## src/rtl/jpeg_byte_stuffer.sv

```systemverilog
// JPEG entropy-stream tail: packs MSB-first variable-length codes into bytes,
// stuffs 0x00 after every data 0xFF, and closes each frame with 1-padding plus EOI (FF D9).
module jpeg_byte_stuffer #(
  parameter int unsigned CODE_W = 64,
  parameter int unsigned ACC_W  = 128,
  parameter int unsigned SIZE_W = $clog2(CODE_W + 1)
) (
  input  logic              clk,
  input  logic              rst,
  input  logic              in_valid,
  output logic              in_ready,
  input  logic [CODE_W-1:0] in_code,
  input  logic [SIZE_W-1:0] in_size,
  input  logic              in_last,
  output logic              out_valid,
  input  logic              out_ready,
  output logic [7:0]        out_byte,
  output logic              out_last
);

  localparam int unsigned FILL_W = $clog2(ACC_W + 1);
  localparam logic [FILL_W-1:0] FILL_LIM = FILL_W'(ACC_W - CODE_W);
  localparam logic [FILL_W-1:0] BYTE_BITS = FILL_W'(8);

  typedef enum logic [1:0] {
    S_RUN,
    S_FLUSH,
    S_EOI0,
    S_EOI1
  } state_t;

  state_t              state_q, state_d;
  logic [FILL_W-1:0]   fill_q, fill_d;
  logic [ACC_W-1:0]    acc_q, acc_d;
  logic                stuff_q, stuff_d;
  logic                out_valid_q, out_valid_d;
  logic [7:0]          out_byte_q, out_byte_d;
  logic                out_last_q, out_last_d;

  logic                pop;
  logic                free;
  logic                accept;
  logic                ld;
  logic [7:0]          ld_byte;
  logic                ld_last;
  logic [ACC_W-1:0]    acc_post;
  logic [FILL_W-1:0]   fill_post;
  logic [CODE_W-1:0]   code_ones;
  logic [CODE_W-1:0]   code_m;
  logic [ACC_W-1:0]    code_wide;
  logic [7:0]          top_byte;

  assign in_ready  = (state_q == S_RUN) && (fill_q <= FILL_LIM) && !rst;
  assign out_valid = out_valid_q;
  assign out_byte  = out_byte_q;
  assign out_last  = out_last_q;

  assign pop      = out_valid_q && out_ready;
  assign free     = !out_valid_q || out_ready;
  assign accept   = in_valid && in_ready;
  assign top_byte = acc_q[ACC_W-1 -: 8];

  // Keep only the top in_size code bits so the accumulator below fill stays zero.
  assign code_ones = '1;
  assign code_m    = in_code & ~(code_ones >> in_size);
  assign code_wide = {code_m, {(ACC_W - CODE_W){1'b0}}};

  always_comb begin
    state_d     = state_q;
    stuff_d     = stuff_q;
    out_valid_d = out_valid_q;
    out_byte_d  = out_byte_q;
    out_last_d  = out_last_q;
    acc_post    = acc_q;
    fill_post   = fill_q;
    ld          = 1'b0;
    ld_byte     = '0;
    ld_last     = 1'b0;

    if (pop) begin
      out_valid_d = 1'b0;
    end

    case (state_q)
      S_RUN, S_FLUSH: begin
        if (free) begin
          if (stuff_q) begin
            ld      = 1'b1;
            ld_byte = 8'h00;
            stuff_d = 1'b0;
          end else if (fill_q >= BYTE_BITS) begin
            ld        = 1'b1;
            ld_byte   = top_byte;
            acc_post  = acc_q << 8;
            fill_post = fill_q - BYTE_BITS;
            stuff_d   = (top_byte == 8'hFF);
          end else if (state_q == S_FLUSH && fill_q != '0) begin
            ld        = 1'b1;
            ld_byte   = top_byte | (8'hFF >> fill_q[2:0]);
            acc_post  = '0;
            fill_post = '0;
            stuff_d   = ((top_byte | (8'hFF >> fill_q[2:0])) == 8'hFF);
          end else if (state_q == S_FLUSH) begin
            state_d = S_EOI0;
          end
        end
      end
      S_EOI0: begin
        if (free) begin
          ld      = 1'b1;
          ld_byte = 8'hFF;
          state_d = S_EOI1;
        end
      end
      S_EOI1: begin
        // D9 is already in the output register: leave only once it is taken.
        if (out_valid_q && out_last_q) begin
          if (out_ready) begin
            state_d   = S_RUN;
            fill_post = '0;
          end
        end else if (free) begin
          ld      = 1'b1;
          ld_byte = 8'hD9;
          ld_last = 1'b1;
        end
      end
      default: state_d = S_RUN;
    endcase

    if (ld) begin
      out_valid_d = 1'b1;
      out_byte_d  = ld_byte;
      out_last_d  = ld_last;
    end

    if (accept) begin
      acc_d  = acc_post | (code_wide >> fill_post);
      fill_d = fill_post + FILL_W'(in_size);
      if (in_last) begin
        state_d = S_FLUSH;
      end
    end else begin
      acc_d  = acc_post;
      fill_d = fill_post;
    end
  end

  always_ff @(posedge clk) begin
    if (rst) begin
      state_q     <= S_RUN;
      fill_q      <= '0;
      acc_q       <= '0;
      stuff_q     <= 1'b0;
      out_valid_q <= 1'b0;
      out_byte_q  <= '0;
      out_last_q  <= 1'b0;
    end else begin
      state_q     <= state_d;
      fill_q      <= fill_d;
      acc_q       <= acc_d;
      stuff_q     <= stuff_d;
      out_valid_q <= out_valid_d;
      out_byte_q  <= out_byte_d;
      out_last_q  <= out_last_d;
    end
  end

endmodule
```

## config.mk

```make
export PLATFORM = sky130hd
export DESIGN_NAME = jpeg_byte_stuffer
export DESIGN_NICKNAME = d
export VERILOG_FILES = /design/src/rtl/jpeg_byte_stuffer.sv
export SDC_FILE = /design/constraint.sdc
export NUM_CORES = 1
export LEC_CHECK = 0
export ABC_AREA = 1
export CORE_ASPECT_RATIO = 1.1
export CORE_MARGIN = 2
export CORE_UTILIZATION = 35
export CTS_CLUSTER_DIAMETER = 200
export DETAILED_ROUTE_END_ITERATION = 8
export SLEW_MARGIN = 10
export SYNTH_ARGS = -nofsm -noshare
export SYNTH_HDL_FRONTEND = slang
export SYNTH_SLANG_ARGS = --single-unit
```

## constraint.sdc

```tcl
create_clock -name clk -period 3.2 [get_ports clk]
set_clock_uncertainty 0.05 [all_clocks]
set_input_delay 0.64 -clock clk [delete_from_list [all_inputs] [get_ports clk]]
set_output_delay 0.64 -clock clk [all_outputs]
set_load 0.02 [all_outputs]
```

======== After elaboration in Yosys (flattened, before gate mapping) ========
Cells that the tools add are included.
storage, ports and cells
  ROM bits ................................ 0
  register bits after elaboration ......... 149
  memories kept ........................... 0
  word-level logic and storage cells ...... 83
  bits in writable memories ............... 0
  latch bits .............................. 0
operators by class
  add/subtract/negate cells ............... 2
  reductions and logical operators ........ 14
  muxes and demuxes ....................... 46
  divide/modulo/power cells ............... 0
  shift operators ......................... 3
  multiply operators ...................... 0
  $lt $le $gt $ge ......................... 2
  bitwise gates (word level) .............. 4
  eq/ne operators ......................... 5
operators by type and width
  cell                                                               count
  2-to-1 mux 128 bit                                                 6
  OR 128 bit                                                         1
  right shift 128 x 8 -> 128 bit                                     1
  2-to-1 mux 8 bit                                                   14
  AND 64 bit                                                         1
  NOT 64 bit                                                         1
  right shift 64 x 7 -> 64 bit, first input constant                 1
  one-hot mux 8 bit (3 select lines)                                 1
  2-to-1 mux 2 bit                                                   10
  equality test 8 bit, second input constant                         2
  one-hot mux 8 bit (2 select lines)                                 1
  2-to-1 mux 1 bit                                                   12
  adder 8 x 7 -> 8 bit                                               1
  greater-or-equal comparator 8 x 4 -> 1 bit, second input constant  1
  <= comparator 8 x 7 -> 1 bit, second input constant                1
  OR 8 bit                                                           1
  nonzero test 8 bit                                                 1
  right shift 8 x 3 -> 8 bit, first input constant                   1
  subtractor 8 x 4 -> 8 bit, second input constant                   1
  logical AND 1 bit                                                  6
  one-hot mux 2 bit (3 select lines)                                 1
  equality test 2 bit, second input constant                         2
  one-hot mux 1 bit (3 select lines)                                 1
  equality test 2 x 1 -> 1 bit, second input constant                1
  other kinds (6)                                                    7

======== Depth between registers and ports, before layout ========
  depth after elaboration ................. 10
  depth in mapped cells ................... 20
  mapped depth without buffers ............ 19

======== Least setup slack after synthesis ========
OpenSTA, ideal clock, no wires.
  kind .................................... input -> register
  start point ............................. input out_ready
  end point ............................... register fill_q[6]
  stages .................................. 17
  arrival ................................. 3.020 ns
  library setup time ...................... 0.117 ns
  path slack .............................. 0.013 ns
  path through ............................ inv_2 nand2_1 nand2_1 nor2_2 inv_1 o31ai_4 buf_2 buf_2 ha_1 a21oi_1 o21ai_0 a21oi_1 inv_1 a21oi_1 nor2_1 o221ai_1 inv_1
on the way
  word-level cells in the longest chain between the ends .. 5
ends and longest elaborated chain
  item                                                  line     source
  start: declaration                                    16       input logic out_ready,
  2-to-1 mux 8 bit or logical OR 1 bit (tied branches)  118, 59
  2-to-1 mux 8 bit, on equally long branches            117, 86
  one-hot mux 8 bit (2 select lines) (*)                84       case (state_q)
  adder 8 x 7 -> 8 bit                                  139      fill_d = fill_post + FILL_W'(in_size);
  2-to-1 mux 8 bit (*)                                  137      if (accept) begin
  end signal: assignment                                160      fill_q <= fill_d;
  end: declaration                                      33       logic [FILL_W-1:0] fill_q, fill_d;
Every way passes the cells marked *; elsewhere a longest branch is shown, timed or not.
A chain may end at the register's enable or synchronous reset.

======== Final worst setup path ========
  start point ............................. input out_ready
  end point ............................... register acc_q[53]
on the way
  word-level cells in the longest chain between the ends .. 6
ends and longest elaborated chain
  item                                                  line     source
  2-to-1 mux 8 bit or logical OR 1 bit (tied branches)  118, 59
  2-to-1 mux 8 bit, on equally long branches            117, 86
  one-hot mux 8 bit (2 select lines)                    84
  right shift 128 x 8 -> 128 bit                        138      acc_d = acc_post | (code_wide >> fill_post);
  OR 128 bit                                            138
  2-to-1 mux 128 bit (*)                                137
  end signal: assignment                                153      acc_q <= '0;
  end signal: assignment                                161      acc_q <= acc_d;
  end: declaration                                      34       logic [ACC_W-1:0] acc_q, acc_d;
Marks and branches as above.

==> metrics.yaml <==
synthesis:
  synth_edf_count: 0
  yosysMostFrequentCell: "nand3_1"
  synth_xor_xnor_area_share_pct: 0.456
  synthFlopType: "dfxtp_1"
  synth_compound_area_share_pct: 17.7
  synthArstFlopShare_pct: 0
  syn_avg_cell_area_um2: 6.04
  synth_top_family_by_area: "simple AND/OR/NAND/NOR gates"
  synthMuxAreaShare_pct: 0
  synthSimpleGateAreaFrac_pct: 49.7
  yosys_warnings: 0
  synth.top_cell.area_share_pct: 27.9
  synth_top_area_cell: "nand3_1"
  synth_cell_types: 50
  syn-cell-area_mm2: 0.0134
  synth_seq_cells: 149
  yosys.area_share.adder_pct: 0.988
  ys_seq_area_share_pct: 22.2
  synth_nets: 2309
  synthTopCellsByArea: "nand3_1 (28%), dfxtp_1 (22%), nand2_1 (13%)"
  synthTopCellsByCount: "nand3_1 (748), nand2_1 (467), a21oi_1 (161), dfxtp_1 (149), a32oi_1 (112)"
  syn_inst: 2223
critical_path:
  cp_max_fo: 20
  worst-path-buf-inv: 8
  worst_setup_path_end_kind: "register"
  crit_path_end: "acc_q[53]"
  cp_slowest_cell: "clkdlybuf4s50_1"
  r2r_setup_slack_ns: 0.22
  max_stage_delay_ns: 0.48
  crit_family: "buffers and inverters"
  path_depth: 18
  r2r_start: "fill_q[4]"
  cp.arrival_ns: 3.40
  reg2regPathDepth: 17
  r2r-end: "acc_q[53]"
  critPathKind: "in2reg"
  crit_chain: "clkdlybuf4s50_1 -> inv_2 -> nand2_1 -> nand2_2 -> nor2_4 -> buf_4 -> inv_1 -> nand3_1 -> o31ai_4 -> buf_4 -> buf_12 -> buf_4 -> buf_4 -> nand2_1 -> nand4_1 -> a21oi_2 -> nand2_1 -> a21oi_1"
  required_ns: 3.52
  worstSetupStartpoint: "out_ready"
  start_kind: "input pin"
  cp_common_cell: "buf_4"
route:
  via_count: 18100
  drtIter0Drc: 2430
  antenna_left: 0
  drt_wl_total_mm: 64.3
  viasPerCell: 6.13
  post_drt_wl_per_cell_um: 21.8
  drc: 0
  drt-pass1-iter-count: 6
grt:
  globalRouteTotalUtil_pct: 31.9
  antenna_found_initial: 0
  overflow: 0
  gr-usage-met2_pct: 47.9
  grt_use_met3_pct: 6.02
  met1_usage_pct: 43.6
  grt_max_degree: 121
  first_global_vias: 16600
  grt_pass1_wl_mm: 98.2
  busiest_layer: "met2"
sta:
  relSlewSlack_pct: 37.6
  max_freq_mhz: 325
  setup_violations: 0
  hold_viol: 0
  tightest_slew_ns: 0.936
  period_needed_ns: 3.08
  slew_violations: 0
  post-route-period-util_pct: 96.1
pwr:
  p_per_area_mw_per_mm2: 1310
  ir_drop_uv: 1100
  power_mw: 23.0
  p_leak_nw: 7.38
clock_network:
  clock_sinks: 149
  path_clk_slew_ns: 0.06
  clock_latency_ns: 0.45
  htree_levels: 4
  cts_made_buffers: 17
  cts_root_buf: "clkbuf_16"
  clockBufferDepth: 2
  ctsHoldBuffers: 0
  cts_tree: "yes"
placed_design:
  gp_congestion: 1.07
  place_area_mm2: 0.0167
  hpwl_mm: 50.2
  portBuffers: 86
floorplan:
  design.core.area_mm2: 0.0380
  die_h_um: 209
  die_area_mm2: 0.0400
  num_io_pins: 87
  initial_core_util_pct: 35.3
  die_w_um: 191
  num_rows: 75
status:
  outcome: "finished, final reports clean"
finish:
  drive_gt1_share_pct: 16.8
  n_fill_cell: 4022
  stdcell_area_mm2: 0.0175
  nNetsFinal: 2517
  synthToLayoutAreaGrowth_pct: 30.6
  num_antenna_cells: 0
min_path:
  hold_start: "acc_q[92]"
  hp-class: "reg2reg"
job:
  drv_cap: 0
==> stage by stage <==
stage | hold slack, ns | setup slack [ns] | TNS, ns | utilization [%] | instances
2_1_floorplan | 0.376 | 0.0126 | 0 | - | 2223
6_report | 0.402 | 0.124 | 0 | 46.1 | 2944
3_3_place_gp | 0.385 | -0.348 | -28.40 | 43.8 | 2909
4_1_cts | 0.402 | 0.0940 | 0 | 45.6 | 2941
3_5_place_dp | 0.388 | -0.359 | -29.39 | 43.8 | 2909
5_1_grt | 0.418 | -0.0110 | -0.0172 | 46.1 | 2944
==> flip-flops by register name (all words and copies together) (netlist names) <==
name	count
acc_q	128
fill_q	8
out_byte	8
out_last	1
out_valid	1
state_q	2
stuff_q	1
==> layer usage <==
layer | vias to the layer above | share of wire (%)
met4 | 0 | 5.0
li1 | 8492 | -
met5 | - | 0
met3 | 148 | 9.1
met2 | 1057 | 43
met1 | 8353 | 43
==> layout make-up <==
class | count | area [um2] | area share (%)
inverter | 76 | 294 | 1.68
sequential | 149 | 2990 | 17.0
multi-input combinational | 1799 | 9380 | 53.5
timing repair buffer | 388 | 3580 | 20.4
clock inverter | 11 | 196 | 1.12
tap | 500 | 626 | 3.57
clock buffer | 21 | 470 | 2.68
==> worst register-to-register path: cells and delay by family (launching register included) <==
| family | cells | cell delay, ns |
|---|---|---|
| and+or+nand+nor | 9 | 1.03 |
| buffers and inverters | 4 | 0.83 |
| AOI/OAI and AO/OA | 2 | 0.35 |
| DFF | 1 | 0.34 |
| xor gates and xnor gates | 1 | 0.15 |
| adders and majority gates | 1 | 0.14 |
==> worst min path at each step <==
stage | to | slack [ns] | cells past startpoint
after global routing | acc_q[100] | 0.42 | 2
after detailed placement | acc_q[100] | 0.39 | 2
after global placement | acc_q[100] | 0.39 | 2
after CTS | acc_q[100] | 0.40 | 2
after floorplan | acc_q[108] | 0.38 | 2
final | acc_q[100] | 0.40 | 2
==> repair_timing <==
| item | in CTS | in global routing |
|---|---|---|
| setup buffers | 0 | 2 |
| endpoints found under the hold margin | 0 | 0 |
| endpoints found under the setup margin | 0 | 98 |
| resized for setup | 0 | 46 |
==> cell usage in the layout, fill, tap and decap left out, drive strengths merged, types with 7 or more instances in the layout <==
cell type	n
inv	72
nor2	74
ha	9
clkbuf	22
buf	302
nand4	107
o211ai	10
clkinv	7
nand3	753
a21oi	161
dfxtp	149
nand2	470
a32oi	112
o21ai	62
clkdlybuf4s50	83
==> report_power, final <==
part	internal, mW	leakage [nW]	total, mW	switching, mW
Clock	1.45	0.320	2.30	0.847
Combinational	6.40	5.85	17.8	11.4
Sequential	2.51	1.21	2.89	0.388
Total	10.4	7.38	23.0	12.6
==> cells by family (layout without fill, tap and decap cells) <==
logic type	after synthesis	count (layout)
AO/OA/AOI/OAI	368	368
XOR/XNOR	7	7
adder cells (fa/ha/maj)	10	10
buffers and inverters	275	496
flip-flops	149	149
AND/OR/NAND/NOR	1414	1414
(Power assumes the default switching activity.)
